--- config.mk ---
export PLATFORM = sky130hd
export DESIGN_NAME = xor_nibble_sequencer_flat
export DESIGN_NICKNAME = d
export VERILOG_FILES = /design/src/rtl/xor_nibble_sequencer_pkg.sv /design/src/rtl/xor_nibble_sequencer_if.sv /design/src/rtl/xor_nibble_sequencer_ls7486.sv /design/src/rtl/xor_nibble_sequencer.sv /design/src/flat_wrapper.sv
export SDC_FILE = /design/constraint.sdc
export NUM_CORES = 1
export LEC_CHECK = 0
export CAP_MARGIN = 25
export CELL_PAD_IN_SITES_DETAIL_PLACEMENT = 0
export CELL_PAD_IN_SITES_GLOBAL_PLACEMENT = 1
export CORE_MARGIN = 2
export CORE_UTILIZATION = 34
export DETAILED_ROUTE_END_ITERATION = 6
export PLACE_DENSITY_LB_ADDON = 0.1
export SLEW_MARGIN = 40
export SYNTH_ARGS = -nofsm -noshare
export SYNTH_HDL_FRONTEND = slang
export SYNTH_SLANG_ARGS = --single-unit
--- constraint.sdc ---
create_clock -name clk -period 1.75 [get_ports clk]
set_clock_uncertainty 0.1 [all_clocks]
set_input_delay 0.175 -clock clk [delete_from_list [all_inputs] [get_ports clk]]
set_output_delay 0.175 -clock clk [all_outputs]
set_load 0.05 [all_outputs]
--- src/rtl/xor_nibble_sequencer_pkg.sv ---
// rtl/xor_nibble_sequencer_pkg.sv - shared encodings and helpers for the XOR nibble sequencer
package xor_nibble_sequencer_pkg;

    localparam int NIB_W = 4;

    typedef enum logic [1:0] {
        IDLE = 2'b00,
        RUN  = 2'b01,
        DONE = 2'b10
    } state_t;

    typedef enum logic {
        REQ0 = 1'b0,
        REQ1 = 1'b1
    } req_id_t;

    // The nibble counter needs at least one bit, even when a single step suffices.
    function automatic int cnt_width(input int n);
        return (n <= 1) ? 1 : $clog2(n);
    endfunction

endpackage

--- src/rtl/xor_nibble_sequencer_if.sv ---
// rtl/xor_nibble_sequencer_if.sv - requester and result handshake bundle
interface xor_nibble_sequencer_if #(
    parameter int WIDTH = 16
);
    logic             req0_valid;
    logic             req0_ready;
    logic [WIDTH-1:0] req0_a;
    logic [WIDTH-1:0] req0_b;
    logic             req1_valid;
    logic             req1_ready;
    logic [WIDTH-1:0] req1_a;
    logic [WIDTH-1:0] req1_b;
    logic             res_valid;
    logic             res_ready;
    logic [WIDTH-1:0] res_data;
    logic             res_id;
    logic             busy;

    modport master (
        output req0_valid, req0_a, req0_b,
        input  req0_ready,
        output req1_valid, req1_a, req1_b,
        input  req1_ready,
        input  res_valid, res_data, res_id, busy,
        output res_ready
    );

    modport slave (
        input  req0_valid, req0_a, req0_b,
        output req0_ready,
        input  req1_valid, req1_a, req1_b,
        output req1_ready,
        output res_valid, res_data, res_id, busy,
        input  res_ready
    );
endinterface

--- src/rtl/xor_nibble_sequencer_ls7486.sv ---
// rtl/xor_nibble_sequencer_ls7486.sv - model of one quad 2-input XOR TTL slice
import xor_nibble_sequencer_pkg::*;

module ls7486 (
    input  logic [NIB_W-1:0] a,
    input  logic [NIB_W-1:0] b,
    output logic [NIB_W-1:0] y
);
    assign y = a ^ b;
endmodule

--- src/rtl/xor_nibble_sequencer.sv ---
// rtl/xor_nibble_sequencer.sv - arbitrates two requesters onto a shared 4-bit XOR slice, one nibble per clock
import xor_nibble_sequencer_pkg::*;

module xor_nibble_sequencer #(
    parameter int WIDTH = 16
) (
    input  logic                 clk,
    input  logic                 rst_n,
    xor_nibble_sequencer_if.slave bus
);
    localparam int N     = WIDTH / NIB_W;
    localparam int CNT_W = cnt_width(N);
    localparam logic [CNT_W-1:0] CNT_LAST = CNT_W'(N - 1);

    state_t           state;
    req_id_t          last_grant;
    req_id_t          winner;
    req_id_t          id_q;
    logic             accept;
    logic [CNT_W-1:0] cnt;
    logic [WIDTH-1:0] a_q;
    logic [WIDTH-1:0] b_q;
    logic [WIDTH-1:0] res_q;
    logic             res_valid_q;
    logic             busy_q;
    logic [NIB_W-1:0] a_nib;
    logic [NIB_W-1:0] b_nib;
    logic [NIB_W-1:0] y_nib;

    // Requester 1 wins when it is alone or when requester 0 had the previous grant.
    always_comb begin
        winner = REQ0;
        if (bus.req1_valid && (!bus.req0_valid || last_grant == REQ0))
            winner = REQ1;
    end

    assign accept         = (state == IDLE) && (bus.req0_valid || bus.req1_valid);
    assign bus.req0_ready = accept && (winner == REQ0);
    assign bus.req1_ready = accept && (winner == REQ1);

    always_comb begin
        a_nib = '0;
        b_nib = '0;
        for (int i = 0; i < N; i++) begin
            if (cnt == CNT_W'(i)) begin
                a_nib = a_q[i*NIB_W +: NIB_W];
                b_nib = b_q[i*NIB_W +: NIB_W];
            end
        end
    end

    ls7486 u_xor (
        .a (a_nib),
        .b (b_nib),
        .y (y_nib)
    );

    always_ff @(posedge clk or negedge rst_n) begin
        if (!rst_n) begin
            state       <= IDLE;
            last_grant  <= REQ1;
            id_q        <= REQ0;
            cnt         <= '0;
            a_q         <= '0;
            b_q         <= '0;
            res_q       <= '0;
            res_valid_q <= 1'b0;
            busy_q      <= 1'b0;
        end else begin
            case (state)
                IDLE: begin
                    if (accept) begin
                        a_q        <= (winner == REQ1) ? bus.req1_a : bus.req0_a;
                        b_q        <= (winner == REQ1) ? bus.req1_b : bus.req0_b;
                        id_q       <= winner;
                        last_grant <= winner;
                        cnt        <= '0;
                        busy_q     <= 1'b1;
                        state      <= RUN;
                    end
                end
                RUN: begin
                    for (int i = 0; i < N; i++) begin
                        if (cnt == CNT_W'(i))
                            res_q[i*NIB_W +: NIB_W] <= y_nib;
                    end
                    // The counter parks on the last nibble instead of wrapping.
                    if (cnt == CNT_LAST) begin
                        res_valid_q <= 1'b1;
                        state       <= DONE;
                    end else begin
                        cnt <= cnt + 1'b1;
                    end
                end
                DONE: begin
                    if (bus.res_ready) begin
                        res_valid_q <= 1'b0;
                        busy_q      <= 1'b0;
                        state       <= IDLE;
                    end
                end
                default: state <= IDLE;
            endcase
        end
    end

    assign bus.res_valid = res_valid_q;
    assign bus.res_data  = res_q;
    assign bus.res_id    = id_q;
    assign bus.busy      = busy_q;

endmodule

--- src/flat_wrapper.sv ---
// flat-port wrapper written by rule: the top's interface ports become plain ports
module xor_nibble_sequencer_flat 
#(
    parameter int WIDTH = 16
)
  (clk, rst_n, bus_req0_valid, bus_req0_a, bus_req0_b, bus_req0_ready, bus_req1_valid, bus_req1_a, bus_req1_b, bus_req1_ready, bus_res_valid, bus_res_data, bus_res_id, bus_busy, bus_res_ready);
  xor_nibble_sequencer_if #(.WIDTH(WIDTH)) bus_i ();
  input  logic clk;
  input  logic rst_n;
  input wire logic [$bits(bus_i.req0_valid)-1:0] bus_req0_valid;
  input wire logic [$bits(bus_i.req0_a)-1:0] bus_req0_a;
  input wire logic [$bits(bus_i.req0_b)-1:0] bus_req0_b;
  output wire logic [$bits(bus_i.req0_ready)-1:0] bus_req0_ready;
  input wire logic [$bits(bus_i.req1_valid)-1:0] bus_req1_valid;
  input wire logic [$bits(bus_i.req1_a)-1:0] bus_req1_a;
  input wire logic [$bits(bus_i.req1_b)-1:0] bus_req1_b;
  output wire logic [$bits(bus_i.req1_ready)-1:0] bus_req1_ready;
  output wire logic [$bits(bus_i.res_valid)-1:0] bus_res_valid;
  output wire logic [$bits(bus_i.res_data)-1:0] bus_res_data;
  output wire logic [$bits(bus_i.res_id)-1:0] bus_res_id;
  output wire logic [$bits(bus_i.busy)-1:0] bus_busy;
  input wire logic [$bits(bus_i.res_ready)-1:0] bus_res_ready;
  assign bus_i.req0_valid = bus_req0_valid;
  assign bus_i.req0_a = bus_req0_a;
  assign bus_i.req0_b = bus_req0_b;
  assign bus_req0_ready = bus_i.req0_ready;
  assign bus_i.req1_valid = bus_req1_valid;
  assign bus_i.req1_a = bus_req1_a;
  assign bus_i.req1_b = bus_req1_b;
  assign bus_req1_ready = bus_i.req1_ready;
  assign bus_res_valid = bus_i.res_valid;
  assign bus_res_data = bus_i.res_data;
  assign bus_res_id = bus_i.res_id;
  assign bus_busy = bus_i.busy;
  assign bus_i.res_ready = bus_res_ready;
  xor_nibble_sequencer #(.WIDTH(WIDTH)) u_core (.clk(clk), .rst_n(rst_n), .bus(bus_i));
endmodule
-- Word level (Yosys, flattened, before mapping)
Index checks and enable logic that the tools add are counted.
W data, S select, Z words.
- flip-flop bits (word level): 56
- word-level logic and storage cells: 69
- add/sub/neg operators: 1
- equal/unequal tests: 9
- muxes and demuxes: 23
- bitwise operators: 3
- reduce and logical (&&, ||, !) cells: 21
- operators by type and width (kind ; count):
    $mux W16 ; 2
    $mux W4 ; 8
    $reduce_and A3 Y1 ; 4
    $mux W2 ; 5
    $reduce_and A2 Y1 ; 5
    $eq A2 B2 Y1 const B ; 3
    $pmux W2 S3 ; 1
    $reduce_bool A2 Y1 ; 3
    $eq A2 B1 Y1 const B ; 2
    $logic_and A1 B1 Y1 ; 4
    $logic_not A2 Y1 ; 2
    $mux W1 ; 4
    $ne A2 B1 Y1 const B ; 2
    $ne A2 B2 Y1 const B ; 2
    $pmux W1 S2 ; 2
    $pmux W2 S2 ; 1
    $xor A4 B4 Y4 ; 1
    $add A2 B1 Y2 const B ; 1
    $logic_or A1 B1 Y1 ; 2
    $not A1 Y1 ; 2
    $logic_not A1 Y1 ; 1

-- Logic depth before layout (Yosys ltp)
Gate-level depths: netlist of run 1.
- word-level depth: 6
- gate-level depth with buffers: 7
- gate-level depth less buffers: 6

-- Modules after synthesis
From an unflattened synthesis of run 1, not the netlist that was laid out.
- cells, all modules: 245
- area total of the unflattened synthesis: 2790.2 um^2
- by module, submodules not included (module ; instances ; cells an instance ; area each (um^2) ; seq. area each (um^2)):
    xor_nibble_sequencer ; 1 ; 241 ; 2755.1 ; 1402.6
    ls7486 ; 1 ; 4 ; 35.0 ; 0.0

-- Worst setup path after synthesis of run 1
OpenSTA, ideal clock, no wires.
- path type: register to register
- from: register u_core.last_grant
- to: register u_core.a_q[10]
- data arrival time: 1428 ps
- required time: 1523 ps
- slack: 95 ps
- cell stages (with the launch flop): 7
- period minus slack after synthesis: 1655 ps
- cell sequence: dfstp_2 > nand2_1 > and3_1 > buf_6 > buf_2 > a222oi_1 > inv_1
- cells in the longest elaborated chain, start to end: 5
- RTL lines (item ; RTL line ; source):
    start: declaration ; xor_nibble_sequencer.sv:16 ; req_id_t last_grant;
    start signal: assignment ; xor_nibble_sequencer.sv:76 ; last_grant <= winner;
    $not A1 Y1 ; xor_nibble_sequencer.sv:33 ; if (bus.req1_valid && (!bus.req0_valid || last_grant == REQ0))
    $logic_or A1 B1 Y1 ; xor_nibble_sequencer.sv:33 ;
    $logic_and A1 B1 Y1 ; xor_nibble_sequencer.sv:33 ;
    $mux W1 ; xor_nibble_sequencer.sv:33 ;
    $mux W16 ; xor_nibble_sequencer.sv:73 ; a_q <= (winner == REQ1) ? bus.req1_a : bus.req0_a;
    end signal: assignment ; xor_nibble_sequencer.sv:73 ;
    end: declaration ; xor_nibble_sequencer.sv:21 ; logic [WIDTH-1:0] a_q;
Every way passes these cells.
A chain may end at the register's enable or synchronous reset.

-- Final worst setup path of run 1
- from: register u_core.state[1]
- to: output bus_req1_ready
- cells in the longest elaborated chain, start to end: 3
- RTL lines (item ; RTL line ; source):
    start: declaration ; xor_nibble_sequencer.sv:15 ; state_t state;
    start signal: assignment ; xor_nibble_sequencer.sv:60 ; state <= IDLE;
    start signal: assignment ; xor_nibble_sequencer.sv:79 ; state <= RUN;
    start signal: assignment ; xor_nibble_sequencer.sv:90 ; state <= DONE;
    $logic_not A2 Y1 ; xor_nibble_sequencer.sv:37 ; assign accept = (state == IDLE) && (bus.req0_valid || bus.req1_valid);
    $logic_and A1 B1 Y1 ; xor_nibble_sequencer.sv:37 ;
    $logic_and A1 B1 Y1 ; xor_nibble_sequencer.sv:39 ; assign bus.req1_ready = accept && (winner == REQ1);
    end: declaration ; flat_wrapper.sv:17 ; output wire logic [$bits(bus_i.req1_ready)-1:0] bus_req1_ready;
Every way passes these cells.

==> results of run 1 <==
-- path summary, 6_finish.rpt --
check	endpoint	slack [ns]	from	cells after the start
max in group asynchronous	u_core.a_q[5]	0.71	rst_n	3
hold reg to reg	u_core.bus.res_data[6]	0.38	u_core.bus.res_data[6]	2
min in group clk	u_core.state[1]	0.34	bus_res_ready	2
setup reg to reg	u_core.bus.res_data[1]	0.07	u_core.cnt[1]	6
setup / recovery	bus_req1_ready	0.05	u_core.state[1]	4
hold / removal	u_core.bus.res_data[13]	0.25	rst_n	2
-- synthesized netlist by cell type --
cell type and instances:
a21o_1 6, nor2_1 10, and3_1 1, a222oi_1 32, buf_1 1, and2_1 4, ha_1 4, nand2_1 15
a21oi_1 18, and2_0 1, buf_6 5, o21ai_1 1, mux2_2 4, nand3_1 1, xnor2_1 4, nand2b_1 2
nor2b_1 2, buf_2 8, o31ai_1 1, o21ai_0 10, inv_1 36, o22ai_1 1, clkbuf_1 1, xor2_1 12
a221o_1 4, and3_4 1, dfstp_2 1, dfrtp_1 55
-- power by group through the flow --
stage	clock [uW]	combinational, uW	sequential (uW)
floorplan	0	1920	2890
global placement	0	3640	2330
detailed placement	0	3660	2350
CTS	752	3840	2340
global route	791	4310	2410
finish	723	3920	2330
-- per-layer routing --
layer	GRT usage [%]	share of wire [%]	vias up
met3	3.29	5.8	7
met5	0	0	-
li1	-	-	1068
met2	28.9	49	87
met4	4.92	1.1	0
met1	24.3	44	1054
-- layout make-up --
class                   instances  area (sq um)  share of cell area, %
inverters                      36           135                   3.52
clock buffers                   8          90.1                   2.35
multi-input cells             135          1010                   26.4
well taps                      99           124                   3.23
flip-flops and latches         56          1410                   36.7
repair buffers                105          1070                   27.8
-- cells in the final DEF (no fill, tap or decap), types with 3 or more instances in the layout --
cell,n
a21o_1,6
a21oi_1,15
a21oi_2,3
a221o_1,4
a222oi_1,32
and2_1,4
buf_12,7
buf_4,27
clkbuf_8,6
clkdlybuf4s50_1,67
dfrtp_1,53
inv_1,36
mux2_2,4
nand2_1,15
nor2_1,9
o21ai_0,10
xnor2_1,4
xor2_1,12
-- stage by stage --
stage          hold slack [ns]  setup TNS [ns]
6_report                 0.252               0
5_1_grt                  0.297        -0.00964
4_1_cts                  0.266               0
3_5_place_dp            0.0725         -0.0251
3_3_place_gp            0.0740               0
2_1_floorplan           -0.221               0
-- registers in the layout, indices dropped and copies added, names as in the netlist --
register              cells
u_core.a_q               16
u_core.b_q               16
u_core.bus.busy           1
u_core.bus.res_data      16
u_core.bus.res_id         1
u_core.bus.res_valid      1
u_core.cnt                2
u_core.last_grant         1
u_core.state              2
-- repair_timing --
item / CTS / global route
pin swaps: 2 / 6
gates resized for setup: 4 / 9
cloned: 2 / 0
hold endpoints to repair: 20 / 0
hold buffers: 1 / 0
buffers inserted: 3 / 4
endpoints found under the setup margin: 2 / 38
-- worst max-delay path: stages (launching register included) --
cell and delay [ns]:
dfrtp_2 0.45, nor2_4 0.12, and3_4 0.25, buf_12 0.15
buf_12 0.14
-- kinds of logic (layout without fill, tap and decap cells) --
group	after synthesis	count (layout)
compound gates	73	73
flops	56	56
buf+inv	51	149
simple gates	37	38
xor+xnor	16	16
fa+ha+maj	4	4
mux	4	4
==> reports/results.tsv, run 1 <==
metric	value	unit
status	finished with violations	
violations	DRC	
cts.clk_slew.worst_paths	0.09	ns
tritoncts	yes	
grtUsageTotal	17.7	%
yosys.area_share.simple	6.61	%
avgSynthCellArea	10.8	sq um
routed_wl	7.21	mm
endpoint_kind	output port	
die_area	8410	sq um
finalHoldViolations	0	
power.density	1820	nW/um^2
sequentialPowerShare	33.4	%
cp_max_fo	10	
synth_top_area_cell	dfrtp_1	
min_period_over_period	97.1	%
synth-compound-area-share	21.6	%
relSlewSlack	66.9	%
period_minus_slack	1.70	ns
drtIter0Drc	165	
drc	10	
worstPathArrival	1.42	ns
final_cells	439	
synth_xor_area_share	5.36	%
viasPerCell	5.05	
layout_setup_ws	0.0516	ns
hp-class	input port to asynchronous set/reset pin	
area_growth	46.7	%
leakagePower	0.00187	uW
grt.overflow.total	0	
antenna_found_initial	0	
synth_top_family_by_area	compound AO/OA/AOI/OAI gates	
num_vias	2216	
timing_worst_setup_path_type	register to output port	
synth_fp_nets	314	
required	1.47	ns
max_cap_violations	0	
ys_ff_latch	56	
root_buffer	clkbuf_8	
numPortBuffers	89	
tightest_slew	0.497	ns
synth_fa_ha_area_share	1.91	%
final_max_slew_viol_count	0	
max_freq	589	MHz
dp_hpwl	5.08	mm
ctsLongestPathBuffers	2	
clock_latency	0.31	ns
drtAntennaViolNets	0	
die-width	91.7	microns
synth_top_area_share	52.7	%
final_nets	412	
syn-instance-count	241	
fin_area	3830	sq um
io_pins	90	
die_y	91.7	microns
start_util	35.7	%
tritoncts.num_buffers	5	
seq_area_frac_synth	53.7	%
first_global_vias	2227	
place_inst	421	
routedWlPerCell	16.4	microns
grt_pass1_wl	11.4	mm
ys_warn_count	0	
power	6970	uW
dp_slack	-0.0172	ns
insertedDiodeCount	0	
startpoint_type	register	
dpl_cell_area	3600	sq um
grt_max_degree	23	
synth_cell_type_count	28	
gp_congestion	0.770	
num-fill-cells	672	
switching_share	44.0	%
rsz0062_at_grt	yes	
finish.utilization	52.3	%
finalSetupViolCount	0	
drt_first_pass_iters	7	
core	7330	sq um
syn_area	2610	sq um
cts_max_level	2	
p_int	3900	uW
share_comb_of_total_power	56.2	%
p_clk_share	10.4	%
synthTopCellsByArea	dfrtp_1, a222oi_1, inv_1	
p_switching	3070	uW
vdd_ir_drop_max	583	uV
rows	31	
cts_num_sinks	56	
muxShareOfSynthArea	1.72	%
drive_above_1_share	17.6	%
(Power assumes the default switching activity.)
==> inputs of run 2 (changes only) <==
--- a/config.mk
+++ b/config.mk
@@ -10,7 +10,9 @@
 export CELL_PAD_IN_SITES_GLOBAL_PLACEMENT = 1
 export CORE_MARGIN = 2
 export CORE_UTILIZATION = 34
+export CTS_CLUSTER_SIZE = 12
 export DETAILED_ROUTE_END_ITERATION = 6
+export HOLD_SLACK_MARGIN = 0.02
 export PLACE_DENSITY_LB_ADDON = 0.1
 export SLEW_MARGIN = 40
 export SYNTH_ARGS = -nofsm -noshare
==> results of run 2 <==
Same layout as run 1: the final DEF is identical, and so are final timing and power.
==> inputs of run 3 (changes only) <==
--- a/config.mk
+++ b/config.mk
@@ -6,10 +6,10 @@
 export NUM_CORES = 1
 export LEC_CHECK = 0
 export CAP_MARGIN = 25
-export CELL_PAD_IN_SITES_DETAIL_PLACEMENT = 0
-export CELL_PAD_IN_SITES_GLOBAL_PLACEMENT = 1
+export CELL_PAD_IN_SITES_DETAIL_PLACEMENT = 1
+export CELL_PAD_IN_SITES_GLOBAL_PLACEMENT = 2
 export CORE_MARGIN = 2
-export CORE_UTILIZATION = 34
+export CORE_UTILIZATION = 27
 export CTS_CLUSTER_SIZE = 12
 export DETAILED_ROUTE_END_ITERATION = 6
 export HOLD_SLACK_MARGIN = 0.02
==> run 3 against run 2 <==
The run now ends clean; sequential power is essentially flat; sequential cell count is the same; non-clock buffer count shrank 3; combinational power shrank 2%; final cell count grew 6.2%; via count grew 1.1%; power grew 2.1%; final area grew 0.20%; hold slack gained 0.039 ns; fmax grew 0.50%; critical path depth is the same; critical path type unchanged; critical endpoint unchanged; largest cell class unchanged.
==> reports/results.tsv, run 3 (synthesized netlist as in run 1, its figures left out) <==
metric	value	unit	change
status	completed		
ctsLongestPathBuffers	2		unchanged
routed_wl	7.89	mm	+9.5%
layout.cells.most_common	clkdlybuf4s50_1		
max_freq	592	MHz	+0.50%
num_vias	2241		+1.1%
grt_pass1_wl	12.5	mm	+9.1%
drc	0		-10
timing_worst_setup_path_type	register to output port		
critical_path.slowest_cell	dfstp_2		
grtUsageTotal	15.7	%	-2.0 points
wl_met1	3.48	mm	+8.9%
hp-class	input port to asynchronous set/reset pin		
die-width	102	microns	+12%
first_global_vias	2336		+4.9%
io_pins	90		unchanged
endpoint_kind	output port		
share_comb_of_total_power	54.0	%	-2.2 points
required	1.47	ns	about the same
period_minus_slack	1.69	ns	-0.00851 ns
timing.setup.tns	0	ns	unchanged
dp_hpwl	5.62	mm	+11%
finalHoldViolations	0		unchanged
numPortBuffers	89		unchanged
cp_max_fo	17		+7
power.density	1850	nW/um^2	+1.9%
final_nets	409		-0.73%
grt_max_degree	57		+150%
num-fill-cells	1049		+56%
vdd_ir_drop_max	555	uV	-4.8%
rows	35		+13%
drtIter0Drc	155		-6.1%
area_growth	47.0	%	
gp_congestion	0.750		-2.5%
final_cell_mix	clkdlybuf4s50_1, dfrtp_1, inv_1		
tritoncts	yes		
switching_share	43.8	%	-0.25 points
tritoncts.num_buffers	5		unchanged
grt.overflow.total	0		unchanged
multi_input_comb_area	1010	sq um	+0.25%
insertedDiodeCount	0		unchanged
root_buffer	clkbuf_8		
final_max_slew_viol_count	0		unchanged
cpMostUsedCell	buf_12		
drive_above_1_share	16.6	%	-1.0 points
antenna_found_initial	0		unchanged
relSlewSlack	74.8	%	+8.0 points
dr_wl_met3	469	microns	+12%
rsz0062_at_grt	yes		
fin_hold_ws	0.290	ns	+0.0388 ns
worst_r2r_endpoint	u_core.bus.res_data[0]		
ff2ff_setup_slack	0.07	ns	about the same
route.met2.wl	3.85	mm	+9.7%
die_y	102	microns	+12%
layout_setup_ws	0.0601	ns	+0.00851 ns
worstPathArrival	1.41	ns	about the same
final_cells	466		+6.2%
tightest_slew	0.376	ns	-0.121 ns
crit_path_cell_trace	nand2_1, and3_4, buf_12, buf_12		
top_layer	met4		
startpoint_type	register		
cts_max_level	2		unchanged
min_period_over_period	96.6	%	-0.49 points
leakagePower	0.00187	uW	-0.14%
sequentialPowerShare	32.7	%	-0.7 points
cts.clk_slew.worst_paths	0.10	ns	about the same
p_switching	3120	uW	+1.6%
cts_num_sinks	56		unchanged
finalSetupViolCount	0		unchanged
drtAntennaViolNets	0		unchanged
finish.utilization	41.2	%	-11 points
p_clk_share	13.2	%	+2.8 points
core	9330	sq um	+27%
start_util	28.0	%	-7.6 points
ff2ff_path_depth	6		unchanged
max_cap_violations	0		unchanged
viasPerCell	4.81		-4.7%
die_area	10500	sq um	+25%
register_area	1400	sq um	about the same
r2r_start	u_core.cnt[1]		
place_inst	453		+7.6%
drt_first_pass_iters	6		-1
dp_slack	-0.0496	ns	-0.0324 ns
p_int	4000	uW	+2.6%
routedWlPerCell	16.9	microns	+3.1%
critical_path.max_stage_delay	0.56	ns	+0.11 ns
clock_latency	0.31	ns	about the same
[run 3: how the worst max path moves through the flow]
| stage | startpoint | endpoint | slack (ns) | cells past startpoint |
|---|---|---|---|---|
| final | u_core.last_grant | bus_req1_ready | 0.06 | 4 |
| after global routing | u_core.cnt[1] | u_core.bus.res_data[0] | -0.04 | 6 |
| after CTS | u_core.last_grant | bus_req1_ready | 0.02 | 4 |
| after detailed placement | bus_req1_valid | u_core.a_q[3] | -0.05 | 5 |
| after global placement | bus_req0_valid | u_core.b_q[3] | -0.0009 | 6 |
| after floorplan | u_core.last_grant | u_core.a_q[10] | 0.1 | 6 |
[run 3: power groups by stage]
stage / Clock, uW / Combinational, uW / Sequential (uW)
2_1_floorplan: 0 / 1920 / 2890
3_3_place_gp: 0 / 3690 / 2340
3_5_place_dp: 0 / 3720 / 2360
4_1_cts: 965 / 3840 / 2340
5_1_grt: 1010 / 4250 / 2410
6_report: 942 / 3850 / 2330
[run 3: layout make-up]
cell class	count	share of cell area (%)
clock inverter	1	0.782
tap	129	4.20
multi-input combinational	135	26.4
timing repair buffer	102	26.0
inverter	36	3.52
clock buffer	7	2.51
sequential	56	36.5
[run 3: repair_timing]
action	CTS	global route
pin swaps	2	3
buffers inserted	3	0
gates resized for setup	4	8
gates cloned	1	0
hold buffers	1	0
endpoints found under the hold margin	55	0
endpoints found under the setup margin	2	17
[run 3: routing by layer]
layer  GRT usage [%]  vias to the layer above
li1                -                     1058
met1            21.2                     1100
met2            26.1                       76
met3            2.87                        7
met4            4.31                        0
met5               0                        -
[run 3: worst max-delay path, delay by kind of cell, from the launching register on]
| kind | cells | cell delay, ns |
|---|---|---|
| AND/OR/NAND/NOR | 2 | 0.24 |
| flip-flops | 1 | 0.56 |
| buffers and inverters | 2 | 0.30 |
[run 3: per-stage QoR]
stage,total power [uW],instance area (sq um)
finish,7120,3840
global placement,6030,3630
global route,7660,3840
detailed placement,6080,3630
CTS,7140,3810
floorplan,4810,2610
